## src/rtl/arcade_io_event_device_pkg.sv

```systemverilog
// Shared constants and helpers for the arcade I/O event device.
// Event and command byte codes, parameter legality checks, event byte encoder.
// No ports; imported by the device top and its sub-modules.
package arcade_io_pkg;

  // Event bytes: press reports an upper-case letter, release a lower-case one.
  localparam logic [7:0] EVT_PRESS_BASE   = 8'h41;
  localparam logic [7:0] EVT_RELEASE_BASE = 8'h61;

  // Host command bytes received on the CDC OUT channel.
  localparam logic [7:0] CMD_ENABLE  = 8'h45;
  localparam logic [7:0] CMD_DISABLE = 8'h44;
  localparam logic [7:0] CMD_RESYNC  = 8'h52;

  // One letter per input, so at most 26 inputs.
  function automatic bit num_inputs_ok(input int n);
    return (n >= 1) && (n <= 26);
  endfunction

  function automatic bit debounce_ok(input int n);
    return (n >= 2) && (n <= 32);
  endfunction

  function automatic bit fifo_depth_ok(input int d);
    return (d >= 2) && ((d & (d - 1)) == 0);
  endfunction

  function automatic logic [7:0] evt_byte(input logic pressed, input logic [4:0] idx);
    return (pressed ? EVT_PRESS_BASE : EVT_RELEASE_BASE) + {3'b000, idx};
  endfunction

endpackage

```

## src/rtl/arcade_io_event_device_if.sv

```systemverilog
// USB_CDC byte channels between the event device and the CDC core.
// IN: device -> host event bytes (valid/ready). OUT: host -> device commands.
// master = event device side, slave = CDC core side.
interface arcade_io_event_device_if;
  logic [7:0] in_data;
  logic       in_valid;
  logic       in_ready;
  logic [7:0] out_data;
  logic       out_valid;
  logic       out_ready;

  modport master (
    output in_data, in_valid, out_ready,
    input  in_ready, out_data, out_valid
  );

  modport slave (
    input  in_data, in_valid, out_ready,
    output in_ready, out_data, out_valid
  );
endinterface

```

## src/rtl/arcade_event_fifo.sv

```systemverilog
// Synchronous 8-bit event FIFO with flush, full/empty flags and occupancy.
// Latency: a pushed byte is visible on pop_data_o the cycle after the push.
// Backpressure: push while full is dropped unless a pop happens in the same cycle.
// Ports: clk_i/rst_i, flush_i, push_i/push_data_i, pop_i/pop_data_o, full_o, empty_o, level_o.
module arcade_event_fifo #(
  parameter int DEPTH = 8
) (
  input  logic                     clk_i,
  input  logic                     rst_i,
  input  logic                     flush_i,
  input  logic                     push_i,
  input  logic [7:0]               push_data_i,
  input  logic                     pop_i,
  output logic [7:0]               pop_data_o,
  output logic                     full_o,
  output logic                     empty_o,
  output logic [$clog2(DEPTH):0]   level_o
);
  localparam int AW = $clog2(DEPTH);
  localparam int LW = AW + 1;

  logic [7:0]  mem_q [DEPTH];
  logic [AW:0] wr_ptr_q, rd_ptr_q;
  logic        do_push, do_pop;

  assign do_pop  = pop_i && !empty_o;
  // A full FIFO still accepts a push when a pop frees a slot in the same cycle.
  assign do_push = push_i && (!full_o || do_pop);

  always_ff @(posedge clk_i or posedge rst_i) begin
    if (rst_i) begin
      wr_ptr_q <= '0;
      rd_ptr_q <= '0;
    end else if (flush_i) begin
      wr_ptr_q <= '0;
      rd_ptr_q <= '0;
    end else begin
      if (do_push) wr_ptr_q <= wr_ptr_q + 1'b1;
      if (do_pop)  rd_ptr_q <= rd_ptr_q + 1'b1;
    end
  end

  always_ff @(posedge clk_i) begin
    if (do_push && !flush_i) mem_q[wr_ptr_q[AW-1:0]] <= push_data_i;
  end

  assign pop_data_o = mem_q[rd_ptr_q[AW-1:0]];
  assign level_o    = wr_ptr_q - rd_ptr_q;
  assign empty_o    = (wr_ptr_q == rd_ptr_q);
  assign full_o     = (level_o == LW'(DEPTH));
endmodule

```

## src/rtl/arcade_io_event_device.sv

```systemverilog
// Debounces button lines, scans them round-robin and queues press/release letters to USB_CDC IN.
// Latency: a debounced change reaches in_data at most NUM_INPUTS+2 cycles later (empty FIFO, ready high).
// Backpressure: FIFO absorbs IN stalls; when full the scanner stalls on the changed input, coalescing toggles.
// Ports: clk_i, rst_i, inputs_i (raw buttons), frame_i (USB frame), usb_configured_i,
//        enabled_o, fifo_level_o, bus (IN event bytes / OUT command bytes).
module arcade_io_event_device
  import arcade_io_pkg::*;
#(
  parameter int NUM_INPUTS  = 16,
  parameter int DEBOUNCE_MS = 10,
  parameter int FIFO_DEPTH  = 8
) (
  input  logic                          clk_i,
  input  logic                          rst_i,
  input  logic [NUM_INPUTS-1:0]         inputs_i,
  input  logic [10:0]                   frame_i,
  input  logic                          usb_configured_i,
  output logic                          enabled_o,
  output logic [$clog2(FIFO_DEPTH):0]   fifo_level_o,
  arcade_io_event_device_if.master      bus
);
  localparam int IW = (NUM_INPUTS > 1) ? $clog2(NUM_INPUTS) : 1;

  if (!num_inputs_ok(NUM_INPUTS) || !debounce_ok(DEBOUNCE_MS) || !fifo_depth_ok(FIFO_DEPTH)) begin : g_bad_params
    $error("arcade_io_event_device: parameter out of legal range");
  end

  // Only bit 0 of the frame number carries the 1 ms tick.
  logic unused_frame;
  assign unused_frame = ^frame_i[10:1];

  logic [NUM_INPUTS-1:0] sync1_q, sync2_q;
  logic                  frame_q, beat_q;

  always_ff @(posedge clk_i or posedge rst_i) begin
    if (rst_i) begin
      sync1_q <= '0;
      sync2_q <= '0;
      frame_q <= 1'b0;
      beat_q  <= 1'b0;
    end else begin
      sync1_q <= inputs_i;
      sync2_q <= sync1_q;
      frame_q <= frame_i[0];
      beat_q  <= frame_i[0] ^ frame_q;
    end
  end

  // Per-input debounce: the level only moves once DEBOUNCE_MS consecutive
  // 1 ms samples agree; anything shorter is treated as bounce.
  logic [NUM_INPUTS-1:0] deb_w;

  for (genvar i = 0; i < NUM_INPUTS; i++) begin : g_deb
    logic [DEBOUNCE_MS-1:0] hist_q, hist_d;
    logic                   lvl_q;

    assign hist_d = {hist_q[DEBOUNCE_MS-2:0], sync2_q[i]};

    always_ff @(posedge clk_i or posedge rst_i) begin
      if (rst_i) begin
        hist_q <= '0;
        lvl_q  <= 1'b0;
      end else if (beat_q) begin
        hist_q <= hist_d;
        if (&hist_d)       lvl_q <= 1'b1;
        else if (~|hist_d) lvl_q <= 1'b0;
      end
    end

    assign deb_w[i] = lvl_q;
  end

  logic [IW-1:0]         idx_q;
  logic [NUM_INPUTS-1:0] last_q;
  logic                  enabled_q, resync_q, out_ready_q, in_valid_q;
  logic [7:0]            in_data_q;

  logic       fifo_full, fifo_empty;
  logic [7:0] fifo_rd;
  logic       scan_active, cur_lvl, changed, pop, can_push, push, advance, cmd_acc;
  logic [IW-1:0] idx_next;

  // The scanner sits out the cycle a resync is applied so it cannot push
  // against last_queued bits that are about to be cleared.
  assign scan_active = enabled_q && usb_configured_i && !resync_q;
  assign cur_lvl     = deb_w[idx_q];
  assign changed     = (cur_lvl != last_q[idx_q]);
  assign pop         = usb_configured_i && !fifo_empty && (!in_valid_q || bus.in_ready);
  assign can_push    = !fifo_full || pop;
  assign push        = scan_active && changed && can_push;
  assign advance     = scan_active && (!changed || can_push);
  assign idx_next    = (idx_q == IW'(NUM_INPUTS - 1)) ? '0 : idx_q + 1'b1;
  assign cmd_acc     = bus.out_valid && out_ready_q;

  arcade_event_fifo #(.DEPTH(FIFO_DEPTH)) u_fifo (
    .clk_i       (clk_i),
    .rst_i       (rst_i),
    .flush_i     (!usb_configured_i),
    .push_i      (push),
    .push_data_i (evt_byte(cur_lvl, 5'(idx_q))),
    .pop_i       (pop),
    .pop_data_o  (fifo_rd),
    .full_o      (fifo_full),
    .empty_o     (fifo_empty),
    .level_o     (fifo_level_o)
  );

  always_ff @(posedge clk_i or posedge rst_i) begin
    if (rst_i) begin
      idx_q       <= '0;
      last_q      <= '0;
      enabled_q   <= 1'b1;
      resync_q    <= 1'b0;
      out_ready_q <= 1'b0;
      in_valid_q  <= 1'b0;
      in_data_q   <= 8'h00;
    end else begin
      out_ready_q <= 1'b1;

      // Commands land at the end of the accepting cycle, so a push made in
      // that same cycle always completes under the old settings.
      if (cmd_acc) begin
        case (bus.out_data)
          CMD_ENABLE:  enabled_q <= 1'b1;
          CMD_DISABLE: enabled_q <= 1'b0;
          default:     ;
        endcase
      end
      resync_q <= cmd_acc && (bus.out_data == CMD_RESYNC);

      if (!usb_configured_i || resync_q) begin
        idx_q  <= '0;
        last_q <= '0;
      end else if (advance) begin
        idx_q <= idx_next;
        if (push) last_q[idx_q] <= cur_lvl;
      end

      if (!usb_configured_i) begin
        in_valid_q <= 1'b0;
      end else if (pop) begin
        in_data_q  <= fifo_rd;
        in_valid_q <= 1'b1;
      end else if (bus.in_ready) begin
        in_valid_q <= 1'b0;
      end
    end
  end

  assign bus.in_data   = in_data_q;
  assign bus.in_valid  = in_valid_q;
  assign bus.out_ready = out_ready_q;
  assign enabled_o     = enabled_q;
endmodule

```

## src/flat_wrapper.sv

```systemverilog
// flat-port wrapper written by rule: the top's interface ports become plain ports
module arcade_io_event_device_flat import arcade_io_pkg::*;
#(
  parameter int NUM_INPUTS  = 16,
  parameter int DEBOUNCE_MS = 10,
  parameter int FIFO_DEPTH  = 8
)
  (clk_i, rst_i, inputs_i, frame_i, usb_configured_i, enabled_o, fifo_level_o, bus_in_data, bus_in_valid, bus_out_ready, bus_in_ready, bus_out_data, bus_out_valid);
  arcade_io_event_device_if bus_i ();
  input  logic clk_i;
  input  logic rst_i;
  input  logic [NUM_INPUTS-1:0] inputs_i;
  input  logic [10:0] frame_i;
  input  logic usb_configured_i;
  output logic enabled_o;
  output logic [$clog2(FIFO_DEPTH):0] fifo_level_o;
  output wire logic [$bits(bus_i.in_data)-1:0] bus_in_data;
  output wire logic [$bits(bus_i.in_valid)-1:0] bus_in_valid;
  output wire logic [$bits(bus_i.out_ready)-1:0] bus_out_ready;
  input wire logic [$bits(bus_i.in_ready)-1:0] bus_in_ready;
  input wire logic [$bits(bus_i.out_data)-1:0] bus_out_data;
  input wire logic [$bits(bus_i.out_valid)-1:0] bus_out_valid;
  assign bus_in_data = bus_i.in_data;
  assign bus_in_valid = bus_i.in_valid;
  assign bus_out_ready = bus_i.out_ready;
  assign bus_i.in_ready = bus_in_ready;
  assign bus_i.out_data = bus_out_data;
  assign bus_i.out_valid = bus_out_valid;
  arcade_io_event_device #(.NUM_INPUTS(NUM_INPUTS), .DEBOUNCE_MS(DEBOUNCE_MS), .FIFO_DEPTH(FIFO_DEPTH)) u_core (.clk_i(clk_i), .rst_i(rst_i), .inputs_i(inputs_i), .frame_i(frame_i), .usb_configured_i(usb_configured_i), .enabled_o(enabled_o), .fifo_level_o(fifo_level_o), .bus(bus_i));
endmodule
```

## config.mk

```make
export PLATFORM = sky130hd
export DESIGN_NAME = arcade_io_event_device_flat
export DESIGN_NICKNAME = d
export VERILOG_FILES = /design/src/rtl/arcade_io_event_device_pkg.sv /design/src/rtl/arcade_io_event_device_if.sv /design/src/rtl/arcade_event_fifo.sv /design/src/rtl/arcade_io_event_device.sv /design/src/flat_wrapper.sv
export SDC_FILE = /design/constraint.sdc
export NUM_CORES = 1
export LEC_CHECK = 0
export BUFFER_PORTS_ARGS = -buffer_cell sky130_fd_sc_hd__buf_2
export CELL_PAD_IN_SITES_DETAIL_PLACEMENT = 1
export CELL_PAD_IN_SITES_GLOBAL_PLACEMENT = 2
export CORE_MARGIN = 2
export CORE_UTILIZATION = 30
export DETAILED_ROUTE_END_ITERATION = 16
export PLACE_DENSITY = 0.67
export SKIP_CTS_REPAIR_TIMING = 1
export SLEW_MARGIN = 40
export SYNTH_ARGS = -nofsm -noshare
export SYNTH_HDL_FRONTEND = slang
export SYNTH_HIERARCHICAL = 1
export SYNTH_SLANG_ARGS = --single-unit
```

## constraint.sdc

```tcl
create_clock -name clk_i -period 19.65 [get_ports clk_i]
set_input_delay 0.9825 -clock clk_i [delete_from_list [all_inputs] [get_ports clk_i]]
set_output_delay 0.9825 -clock clk_i [all_outputs]
set_load 0.05 [all_outputs]
```

Word level (Yosys, flattened, before mapping)
Memories as Yosys holds them, arrays and structs flattened. A register that Yosys moved wholly into a read port is not among the register bits.
Cells that the tools add are included.
{"block": "word_totals", "elab_cells": 213, "n_memories": 1, "mem_bits_rw": 64, "register_bits": 226, "output_inout_bits": 15, "inputBits": 40}
{"name": "u_core.u_fifo.mem_q", "words": 8, "word_bits": 8, "read_ports": 1, "rd_clocked_by_memory_dff": 1, "wr": 1, "line_no": "arcade_event_fifo.sv:22", "rtl": "logic [7:0] mem_q [DEPTH];"}
{"block": "classes", "n_addsub": 5, "reduce_logical": 78, "eq_ne": 26, "muxes": 56, "bitwise": 1, "magnitude_cmp": 2}
{"operator": "$reduce_and A10 Y1", "n": 16}
{"operator": "$reduce_or A10 Y1", "n": 16}
{"operator": "$mux W16", "n": 3}
{"operator": "$mux W1", "n": 40}
{"operator": "$reduce_and A2 Y1", "n": 19}
{"operator": "$ne A2 B1 Y1 const B", "n": 18}
{"operator": "$mux W4", "n": 7}
{"operator": "$eq A8 B7 Y1 const B", "n": 3}
{"operator": "$bwmux W16", "n": 1}
{"operator": "$logic_and A1 B1 Y1", "n": 13}
{"operator": "$add A4 B1 Y4 const B", "n": 3}
{"operator": "$add A8 B4 Y8", "n": 1}
{"operator": "$bmux W1 S4", "n": 2}
{"operator": "$eq A4 B4 Y1 const B", "n": 2}
{"operator": "$logic_not A1 Y1", "n": 6}
{"operator": "$mux W6", "n": 1}
{"operator": "$reduce_bool A2 Y1", "n": 3}
{"operator": "$logic_or A1 B1 Y1", "n": 5}
{"operator": "$lt A4 B5 Y1 const B", "n": 1}
{"operator": "$demux W1 S4", "n": 1}
{"operator": "$eq A4 B4 Y1", "n": 1}
{"operator": "$ge A4 B1 Y1 const B", "n": 1}
{"operator": "$sub A4 B4 Y4", "n": 1}
{"operator": "$ne A3 B1 Y1 const B", "n": 1}
{"operator": "3 further kinds", "n": 3}

Longest topological paths before layout
Gate-level depths: netlist of the first run.
{"block": "logic_depth", "word_depth": 10, "mapped_depth": 14, "mapped_depth_nobuf": 12}

Cells and area by module
The synthesis of the first run kept the hierarchy.
{"mod": "arcade_io_event_device", "seq_area_each_um2": 5656.7, "area_per_inst_um2": 9257.6, "cells_per_inst": 654, "instances": 1}
{"mod": "arcade_event_fifo", "seq_area_each_um2": 2122.0, "area_per_inst_um2": 3022.9, "cells_per_inst": 181, "instances": 1}

Worst setup path after synthesis of the first run
Ideal clock, no wire load.
{"block": "synth_path", "kind": "reg2reg", "startpoint": "register u_core.u_fifo.wr_ptr_q[0]", "endpoint": "memory u_core.u_fifo.mem_q[6][0] (enable)", "setup_time_ns": 0.398, "path_stages_with_launch": 13, "period_less_slack_ns": 4.742, "slack_ns": 14.908, "required_ns": 19.252, "t_arrival_ns": 4.344, "path_buffers": 1, "path_cell_list": "dfrtp_1 inv_1 ha_1 fa_1 xnor2_1 or3_4 nor3_1 o31ai_1 nand3_1 a211oi_1 o41ai_4 buf_6 nor4b_1"}
{"block": "synth_via", "elab_cells_between_ends": 15, "cone_classes": "add/sub (1); eq/ne (2); mux (2); reduce/logical (10)"}
{"element": "from (decl)", "line_no": "arcade_event_fifo.sv:23", "rtl": "logic [AW:0] wr_ptr_q, rd_ptr_q;"}
{"element": "from (signal assigned)", "line_no": "arcade_event_fifo.sv:38", "rtl": "if (do_push) wr_ptr_q <= wr_ptr_q + 1'b1;"}
{"element": "$sub A4 B4 Y4", "line_no": "arcade_event_fifo.sv:48", "rtl": "assign level_o = wr_ptr_q - rd_ptr_q;"}
{"element": "named net fifo_level_o[2]", "line_no": "flat_wrapper.sv:16", "rtl": "output logic [$clog2(FIFO_DEPTH):0] fifo_level_o;"}
{"element": "$eq A4 B4 Y1", "line_no": "arcade_event_fifo.sv:50", "rtl": "assign full_o = (level_o == LW'(DEPTH));"}
{"element": "named net u_core.fifo_full", "line_no": "arcade_io_event_device.sv:78", "rtl": "logic fifo_full, fifo_empty;"}
{"element": "$logic_not A1 Y1", "line_no": "arcade_io_event_device.sv:89", "rtl": "assign can_push = !fifo_full || pop;"}
{"element": "$logic_or A1 B1 Y1", "line_no": "arcade_io_event_device.sv:89"}
{"element": "$logic_and A1 B1 Y1", "line_no": "arcade_io_event_device.sv:90", "rtl": "assign push = scan_active && changed && can_push;"}
{"element": "named net u_core.push", "line_no": "arcade_io_event_device.sv:80", "rtl": "logic scan_active, cur_lvl, changed, pop, can_push, push, advance, cmd_acc;"}
{"element": "$logic_and A1 B1 Y1", "line_no": "arcade_event_fifo.sv:28", "rtl": "assign do_push = push_i && (!full_o || do_pop);"}
{"element": "$logic_and A1 B1 Y1", "line_no": "arcade_event_fifo.sv:44", "rtl": "if (do_push && !flush_i) mem_q[wr_ptr_q[AW-1:0]] <= push_data_i;"}
{"element": "$mux W1", "line_no": "arcade_event_fifo.sv:44"}
{"element": "$mux W1 (implied by the code)", "line_no": "arcade_event_fifo.sv:44"}
{"element": "to (decl)", "line_no": "arcade_event_fifo.sv:22"}
The timed path passes the listed nets, and every way through them passes these cells.

Worst setup path after layout of the first run
{"block": "layout_path", "startpoint": "register u_core.u_fifo.rd_ptr_q[2]", "endpoint": "memory u_core.u_fifo.mem_q[5][6] (enable)"}
{"block": "layout_via", "elab_cells_between_ends": 15, "cone_classes": "add/sub (1); eq/ne (2); mux (2); reduce/logical (10)"}
{"element": "from (decl)", "line_no": "arcade_event_fifo.sv:23"}
{"element": "from (signal assigned)", "line_no": "arcade_event_fifo.sv:39", "rtl": "if (do_pop) rd_ptr_q <= rd_ptr_q + 1'b1;"}
{"element": "$sub A4 B4 Y4", "line_no": "arcade_event_fifo.sv:48"}
{"element": "$eq A4 B4 Y1", "line_no": "arcade_event_fifo.sv:50"}
{"element": "named net u_core.fifo_full", "line_no": "arcade_io_event_device.sv:78"}
{"element": "$logic_not A1 Y1", "line_no": "arcade_io_event_device.sv:89"}
{"element": "$logic_or A1 B1 Y1", "line_no": "arcade_io_event_device.sv:89"}
{"element": "$logic_and A1 B1 Y1", "line_no": "arcade_io_event_device.sv:90"}
{"element": "named net u_core.push", "line_no": "arcade_io_event_device.sv:80"}
{"element": "$logic_and A1 B1 Y1", "line_no": "arcade_event_fifo.sv:28"}
{"element": "$logic_and A1 B1 Y1", "line_no": "arcade_event_fifo.sv:44"}
{"element": "$mux W1", "line_no": "arcade_event_fifo.sv:44"}
{"element": "$mux W1 (implied by the code)", "line_no": "arcade_event_fifo.sv:44"}
The timed path passes the listed nets, and every way through them passes these cells.

==> results of run 1 <==
logic make-up after synthesis:
kind of cell | after synthesis | synth area share, %
other | 2 | 0.0612
and+or+nand+nor | 215 | 9.36
DFF | 298 | 63.3
xor gates and xnor gates | 11 | 0.784
AOI/OAI and AO/OA | 50 | 3.17
buffers and inverters | 48 | 1.62
muxes | 201 | 20.6
adders and majority gates | 10 | 1.08
cells in the final DEF (no fill, tap or decap), types with 19 or more instances in the layout:
cell type,instances
mux2_2,152
edfxtp_1,64
nand2_1,75
clkbuf_16,36
mux2i_1,23
nor4_1,19
nand4_1,34
mux4_2,24
nor2_1,20
dfrtp_1,230
buf_2,44
flip-flops by register name (all words and copies together) (netlist names), 4 cells and up:
signal	flops
u_core/g_deb.hist_q	144
u_core/u_fifo/mem_q	64
u_core/g_deb.lvl_q	16
u_core/last_q	16
u_core/sync1_q	16
u_core/sync2_q	16
u_core/bus.in_data	8
u_core/idx_q	4
u_core/u_fifo/rd_ptr_q	4
u_core/u_fifo/wr_ptr_q	4
per-stage QoR:
step	hold slack (ps)	area, um2	power, mW
after floorplan	331	12300	1.05
after global placement	332	13200	1.11
after detailed placement	336	13200	1.12
after CTS	346	14400	1.81
after global routing	354	14400	1.89
final	344	14400	1.78
metal layers:
layer / wire length (um) / GRT usage [%] / share of wire, %
met1: 11000 / 15.3 / 46
met2: 11600 / 20.1 / 49
met3: 739 / 2.33 / 3.1
met4: 552 / 3.95 / 2.3
met5: 0 / 0 / 0
worst paths after layout:
kind	startpoint	end	cells past startpoint
worst min register to register	u_core/sync1_q[2]	u_core/sync2_q[2]	0
worst max register to register	u_core/u_fifo/rd_ptr_q[2]	u_core/u_fifo/mem_q[5][6]	11
worst min-delay path	u_core/sync1_q[2]	u_core/sync2_q[2]	0
worst max-delay path	u_core/u_fifo/rd_ptr_q[2]	u_core/u_fifo/mem_q[5][6]	11
max in group asynchronous	rst_i	u_core/idx_q[1]	4
min in group asynchronous	rst_i	u_core/u_fifo/rd_ptr_q[0]	2
power groups by stage:
stage | combinational (mW) | clock, mW | sequential, mW
2_1_floorplan | 0.171 | 0 | 0.878
3_3_place_gp | 0.206 | 0 | 0.906
3_5_place_dp | 0.215 | 0 | 0.908
4_1_cts | 0.215 | 0.701 | 0.899
5_1_grt | 0.235 | 0.725 | 0.926
6_report | 0.210 | 0.674 | 0.896
area by class of cell:
| class | count | area, um2 | share of cell area [%] |
|---|---|---|---|
| clock inverter | 17 | 220 | 1.53 |
| inverter | 15 | 63.8 | 0.442 |
| multi-input combinational | 504 | 4380 | 30.4 |
| clock buffer | 48 | 986 | 6.83 |
| sequential | 298 | 7780 | 54.0 |
| timing repair buffer | 57 | 325 | 2.25 |
| tap | 532 | 666 | 4.61 |
==> run metrics, run 1 <==
TritonRoute pass-1 iters=4; Core Area=0.0406 mm2; TritonCTS buffer count=36; Final ANT Viol Nets=0; VDD IR max=approximately 0.054 mV; Final setup viols=0; largest net degree at the start of global routing=between 80 and 90; Synth area leaders=dfrtp_1 47%, edfxtp_1 16%, mux2_2 14%; CP Max Fanout=11; synthesis warning total=6; Post-Synthesis Cells=835; vias per inst=4.76; port bufs=44; vias in the first global route=just under 8000; Worst path top cell family by delay=compound AO/OA/AOI/OAI gates; Synth area leader=dfrtp_1; starting DRC count in detailed routing=330; switch share=26.8%; sequential fraction of the synthesis area=roughly 63%; CP cell instances=inv_2 > ha_1 > a21oi_1 > a21oi_1 > nor3_1 > o31ai_2 > nand3_1 > a211oi_1 > o41ai_4 > or3_1 > nor2_2; dpl cells=around 1400; Die W=between 200 and 250 um; status=finished clean; final worst setup slack=about 15000 ps; Ant. Diodes=0; CP max-delay cell=dfrtp_1; WL final=around 24000 um; power share of the clock group=about 38%; Finished Layout Cells=1471; post-place setup slack=~15000 ps; worst path required time=slightly below 20000 ps; RSZ-0062 raised after global routing=no; Worst-Margin Slew=~800 ps; Avg Cell Area, Syn=14.7 um2; Tmin final=~4400 ps; Slew Limit Headroom=47.7%; Crit Path Class=flip-flop to flip-flop; Final Wtd Congestion=roughly 0.71; #FFs+latches synth=about 300; max-cap viol count=0; Crit. End Element=flip-flop; Layout Area Growth over Synthesis=17.5%; die area=0.0426 mm2; Routed wire per std cell=approximately 16 um; max-slew violation count=0; Worst path most repeated cell=a21oi_1; antenna violations before repair=0; Fmax=around 230 MHz; Starting Density=between 30% and 40%; synth unique cells=just over 50; # rows=between 70 and 80; # nets final=between 900 and 1000; arrival time at the worst endpoint=around 4600 ps; Final Hold Viols=0; top post-synthesis cells by count=233 x dfrtp_1, 152 x mux2_2, 75 x nand2_1; Clk pin slew, worst setup/hold paths=~60 ps; internal power=between 1 and 1.5 mW; most used flip-flop cell after synthesis=dfrtp_1; PwrDens=roughly 120 mW/mm2; Clock Latency Late Sink=~530 ps; Fill cells=approximately 4300; Max stage delay on crit path=roughly 580 ps; first-pass GRT wire length=roughly 41000 um; Final HPWL DP=approximately 15000 um; EDFF count, synth=64; CTS tree=done; Buffers & Inverters on Critical Path=1; top-count cell post-synth=dfrtp_1; Min-Delay Path Class=flip-flop to flip-flop; die extent in y=between 200 and 250 um; vias=6998; CTS Buffer Depth=3; Synth Cell Area=between 0.01 and 0.015 mm2; I/O Pins=55; Worst R2R Setup Slack=roughly 15000 ps; final cycle utilization of the critical path=between 20% and 30%; NetSw=approximately 480 uW; share of the synthesized area in the top cell type=between 40% and 50%; CTS Sinks=about 300; Root Buffer=clkbuf_16; total global routing overflow=0; startpoint types=flip-flop; Logic pwr share=11.8%; share of cells above drive strength 1=about 33%; Total GRT Usage=between 10% and 20%; Flop pwr share=50.3%; total negative setup slack=0 ps; Worst Skew=14.0 ps; asr flop ratio synth=between 70% and 80%; static leakage=about 5.8 nW; Post-route DRC=0; Layout Utilization=between 30% and 40%; H-tree Lvls=2
(Power assumes the default switching activity.)
==> inputs of run 2 (changes only) <==
clock period = 4.36 ns   (was 19.65 ns; I/O delays follow)
==> run metrics, run 2 (synthesis gave the netlist of run 1 again) <==
Final HPWL DP=15200 um (+0.71%); Layout Area Growth over Synthesis=20.4%; CP cell instances=inv_1 > ha_1 > fa_1 > xnor2_2 > or3_4 > nor3_1 > o31ai_2 > nand3_1 > a211oi_1 > buf_4 > o41ai_4 > or3_1 > nor3b_1 > buf_4; max-slew violation count=0 (unchanged); # nets final=994 (+3.3%); Worst path most repeated cell=buf_4; CTS Sinks=298 (unchanged); max-cap viol count=0 (unchanged); Buffers & Inverters on Critical Path=3 (+2); first-pass GRT wire length=40600 um (+0.14%); port bufs=44 (unchanged); share of cells above drive strength 1=33.2% (+0.29 points); Final setup viols=0 (unchanged); H-tree Lvls=2 (unchanged); Worst R2R Setup Slack=610 ps (-14620 ps); Final ANT Viol Nets=0 (unchanged); Crit Path Class=flip-flop to flip-flop; Routed wire per std cell=16.0 um (-1.2%); CP max-delay cell=dfrtp_1; Root Buffer=clkbuf_16; final cycle utilization of the critical path=86.1% (+64 points); Clock Latency Late Sink=540 ps (about the same); CP Max Fanout=11 (unchanged); Final Wtd Congestion=0.724 (+1.9%); Tmin final=3750 ps (-668 ps); arrival time at the worst endpoint=3990 ps (-600 ps); Finished Layout Cells=1502 (+2.1%); power share of the clock group=37.9% (about the same); CTS tree=done; Logic pwr share=12.0% (+0.2 points); TritonCTS buffer count=36 (unchanged); VDD IR max=0.315 mV (+490%); total negative setup slack=0 ps (unchanged); worst path required time=4590 ps (-15220 ps); Max stage delay on crit path=470 ps (-110 ps); Crit. End Element=flip-flop; Die W=206 um (unchanged); vias per inst=4.75 (-0.19%); Post-route DRC=0 (unchanged); PwrDens=546 mW/mm2 (+340%); NetSw=2.15 mW (+350%); vias=7132 (+1.9%); commonest cells after routing, fill and taps aside=232 x dfrtp_1, 152 x mux2_2, 75 x nand2_1, 64 x edfxtp_1, 44 x buf_2; CTS Buffer Depth=3 (unchanged); vias in the first global route=7430 (-3.4%); die area=0.0426 mm2 (unchanged); Ant. Diodes=0 (unchanged); status=finished clean; TritonRoute pass-1 iters=6 (+2); Core Area=0.0406 mm2 (unchanged); starting DRC count in detailed routing=273 (-17%); Starting Density=30.2% (unchanged); Slew Limit Headroom=48.9% (+1.2 points); largest net degree at the start of global routing=154 (+90%); switch share=26.6% (-0.18 points); startpoint types=flip-flop; I/O Pins=55 (unchanged); commonest non-fill, non-tap cell in the layout=dfrtp_1; Total GRT Usage=11.9% (+0.014 points); Worst Skew=22.9 ps (+8.99 ps); internal power=5.92 mW (+350%); WL final=24100 um (+0.84%); Final Hold Viols=0 (unchanged); dpl cells=1415 (+0.64%); Flop pwr share=50.0% (-0.3 points); # rows=74 (unchanged); register with the most flip-flops=u_core/g_deb.hist_q; Worst-Margin Slew=761 ps (-23.8 ps); max FFs per register=144 (unchanged); Worst path top cell family by delay=simple AND/OR/NAND/NOR gates; total global routing overflow=0 (unchanged); Min-Delay Path Class=primary input to flip-flop; Fmax=266 MHz (+18%); antenna violations before repair=0 (unchanged); Clk pin slew, worst setup/hold paths=60 ps (about the same); die extent in y=206 um (unchanged); RSZ-0062 raised after global routing=no; static leakage=5.94 nW (+3.3%)
==> run 2: final cells by class <==
class                      count  area [um2]
inverter                      15        60.1
multi-input combinational    504        4380
fill                        4214       25900
clock buffer                  51        1050
timing repair buffer          89         668
sequential                   298        7780
clock inverter                13         180
tap                          532         666
==> run 2: metal layers <==
metal | up-vias | GRT usage (%) | share of wire, %
li1 | 3350 | - | -
met1 | 3668 | 16.0 | 47
met2 | 76 | 19.2 | 48
met3 | 38 | 2.44 | 3.5
met4 | 0 | 4.21 | 2.2
met5 | - | 0 | 0
==> run 2: worst paths after layout <==
kind,endpoint,start,depth (start not counted)
worst min register to register,u_core/sync2_q[10],u_core/sync1_q[10],0
worst max-delay path,u_core/u_fifo/mem_q[4][5],u_core/u_fifo/wr_ptr_q[0],14
worst max register to register,u_core/u_fifo/mem_q[4][5],u_core/u_fifo/wr_ptr_q[0],14
max in group asynchronous,u_core/beat_q,rst_i,5
min in group asynchronous,u_core/u_fifo/wr_ptr_q[1],rst_i,3
worst min-delay path,u_core/last_q[15],usb_configured_i,3
==> run 2: worst min-delay path: cells and delay by family <==
family | cells | cell delay [ps]
simple gates | 2 | 180
buf+inv | 1 | 130
==> run 2: metrics by stage <==
step	utilization (%)	cell area (um2)	hold WS (ps)	setup WS (ps)	power, mW
6_report	36.4	14800	17.0	605	8.07
5_1_grt	36.4	14800	15.8	318	8.55
4_1_cts	35.7	14500	-344	587	8.20
3_5_place_dp	32.7	13300	245	619	5.06
3_3_place_gp	32.7	13300	236	556	5.02
2_1_floorplan	-	12400	33.7	48.1	4.73
==> run 2: power groups by stage <==
stage	Clock, mW	Sequential (mW)	Combinational, mW
floorplan	0	3.96	0.772
CTS	3.18	4.05	0.974
finish	3.06	4.04	0.972
global placement	0	4.08	0.933
detailed placement	0	4.09	0.971
global route	3.30	4.17	1.08
==> inputs of run 3 (changes only) <==
CORE_ASPECT_RATIO = 1.1   (was not set)
PLACE_DENSITY = 0.54   (was 0.67)
==> run metrics, run 3 (synthesis gave the netlist of run 1 again) <==
status=finished clean; internal power=5.76 mW (-2.8%); die area=0.0426 mm2 (about the same); switch share=26.7% (about the same); total negative setup slack=0 ps (unchanged); register with the most flip-flops=u_core/g_deb.hist_q; Logic pwr share=12.6% (+0.6 points); worst path required time=4590 ps (about the same); Fmax=258 MHz (-3.1%); Layout Area Growth over Synthesis=19.2%; NetSw=2.09 mW (-2.7%); port bufs=44 (unchanged); Worst-Margin Slew=825 ps (+64.3 ps); Slew Limit Headroom=44.8% (-4.1 points); die extent in y=216 um (+4.8%); Final Wtd Congestion=0.700 (-3.3%); Worst R2R Setup Slack=490 ps (-120 ps); power share of the clock group=35.9% (-2.0 points); r2r endpoint=u_core/u_fifo/mem_q[4][1]; Clock Latency Late Sink=530 ps (about the same); CP Max Fanout=11 (unchanged); Total GRT Usage=12.6% (+0.69 points); total global routing overflow=0 (unchanged); post-place setup slack=340 ps (-279 ps); Final HPWL DP=16200 um (+6.8%); Post-route DRC=0 (unchanged); # rows=77 (+4.1%); Die W=197 um (-4.6%); RSZ-0062 raised after global routing=no; Tmin final=3870 ps (+119 ps); commonest non-fill, non-tap cell in the layout=dfrtp_1; TritonRoute pass-1 iters=4 (-2); Crit. End Element=flip-flop; final cycle utilization of the critical path=88.9% (+2.7 points); Final ANT Viol Nets=0 (unchanged); Crit Path Class=flip-flop to flip-flop; final worst setup slack=486 ps (-119 ps); Root Buffer=clkbuf_16; TritonCTS buffer count=36 (unchanged); commonest cells after routing, fill and taps aside=232 x dfrtp_1, 152 x mux2_2, 75 x nand2_1, 64 x edfxtp_1, 44 x buf_2; max FFs per register=144 (unchanged); Routed wire per std cell=17.1 um (+6.6%); Ant. Diodes=0 (unchanged); CTS tree=done; WHS Path Cells=3 (unchanged); Final setup viols=0 (unchanged); max-slew violation count=0 (unchanged); VDD IR max=0.223 mV (-29%); vias in the first global route=7665 (+3.2%); vias=7125 (-0.098%); max-cap viol count=0 (unchanged); first-pass GRT wire length=42700 um (+5.2%); PwrDens=536 mW/mm2 (-1.8%); Core Area=0.0403 mm2 (-0.92%); antenna violations before repair=0 (unchanged); CTS Sinks=298 (unchanged); starting DRC count in detailed routing=196 (-28%); CTS Buffer Depth=3 (unchanged); Hold EP=u_core/last_q[15]; Clk pin slew, worst setup/hold paths=60 ps (about the same); Worst Skew=18.9 ps (-4.08 ps); Min-Delay Path Class=primary input to flip-flop; H-tree Lvls=2 (unchanged); RR Startpoint=u_core/u_fifo/wr_ptr_q[0]; startpoint types=flip-flop; static leakage=5.87 nW (-1.2%); share of cells above drive strength 1=32.6% (-0.62 points); # nets final=995 (+0.10%); Final Hold Viols=0 (unchanged); hold_sp=usb_configured_i; largest net degree at the start of global routing=111 (-28%); WL final=25300 um (+5.1%); arrival time at the worst endpoint=4100 ps (+110 ps); Starting Density=30.5% (+0.28 points); cells on worst reg2reg path=13 (-1); Flop pwr share=51.5% (+1.5 points); vias per inst=4.81 (+1.4%); I/O Pins=55 (unchanged)
-- run 3: cell count changes in the layout (fill, tap and decap cells not counted), sizes merged --
| cell | delta |
|---|---|
| clkinv | +1 |
| buf | +1 |
| clkbuf | -1 |
| inv | -3 |
| bufinv | -1 |
-- run 3: critical path, stage by stage, from the launching register on --
cell and delay (ps):
dfrtp_1 440, inv_1 150, ha_1 250, fa_1 410
xnor2_2 160, or3_4 170, nor3_1 50, o31ai_2 140
nand3_1 260, a211oi_1 400, o41ai_4 280, or3_1 430
nor3b_1 210, buf_4 210
-- run 3: worst max-delay path by stage --
stage                              start                   endpoint  slack [ps]
2_1_floorplan  u_core/u_fifo/wr_ptr_q[0]  u_core/u_fifo/mem_q[4][0]          50
3_3_place_gp   u_core/u_fifo/wr_ptr_q[0]  u_core/u_fifo/mem_q[4][5]         390
3_5_place_dp   u_core/u_fifo/wr_ptr_q[0]  u_core/u_fifo/mem_q[4][5]         340
4_1_cts        u_core/u_fifo/wr_ptr_q[0]  u_core/u_fifo/mem_q[4][1]         310
5_1_grt        u_core/u_fifo/wr_ptr_q[0]  u_core/u_fifo/mem_q[4][1]         140
6_report       u_core/u_fifo/wr_ptr_q[0]  u_core/u_fifo/mem_q[4][1]         490
-- run 3: final cells by class --
cell class	count	area [um2]
Tap cell	513	642
Clock buffer	50	993
Timing Repair Buffer	90	656
Clock inverter	10	111
Sequential cell	298	7780
Multi-Input combinational cell	504	4400
Fill cell	4196	25600
Inverter	15	60.1
-- run 3: power groups by stage --
stage                     Combinational, mW  Sequential (mW)  Clock (mW)
after detailed placement              0.972             4.11           0
after global routing                   1.10             4.18        3.07
after CTS                             0.975             4.07        2.96
final                                 0.985             4.04        2.82
after floorplan                       0.772             3.96           0
after global placement                0.941             4.11           0
-- run 3: through the flow --
| stage | total power [mW] | area [um2] | utilization, % | instances | hold WS, ps |
|---|---|---|---|---|---|
| floorplan | 4.73 | 12400 | - | 850 | 33.7 |
| global placement | 5.05 | 13300 | 33.0 | 1398 | 252 |
| detailed placement | 5.08 | 13300 | 33.0 | 1398 | 250 |
| CTS | 8.01 | 14400 | 35.8 | 1458 | -336 |
| global route | 8.35 | 14600 | 36.4 | 1480 | 24.5 |
| finish | 7.85 | 14600 | 36.4 | 1480 | 22.7 |
-- run 3: routing by layer --
layer  global-route usage (%)  vias to the layer above  part of all wire (%)
li1                         -                     3359                     -
met3                     2.43                       38                   3.1
met5                        0                        -                     0
met4                     4.84                        0                   2.4
met2                     20.7                       74                    48
met1                     16.5                     3654                    46
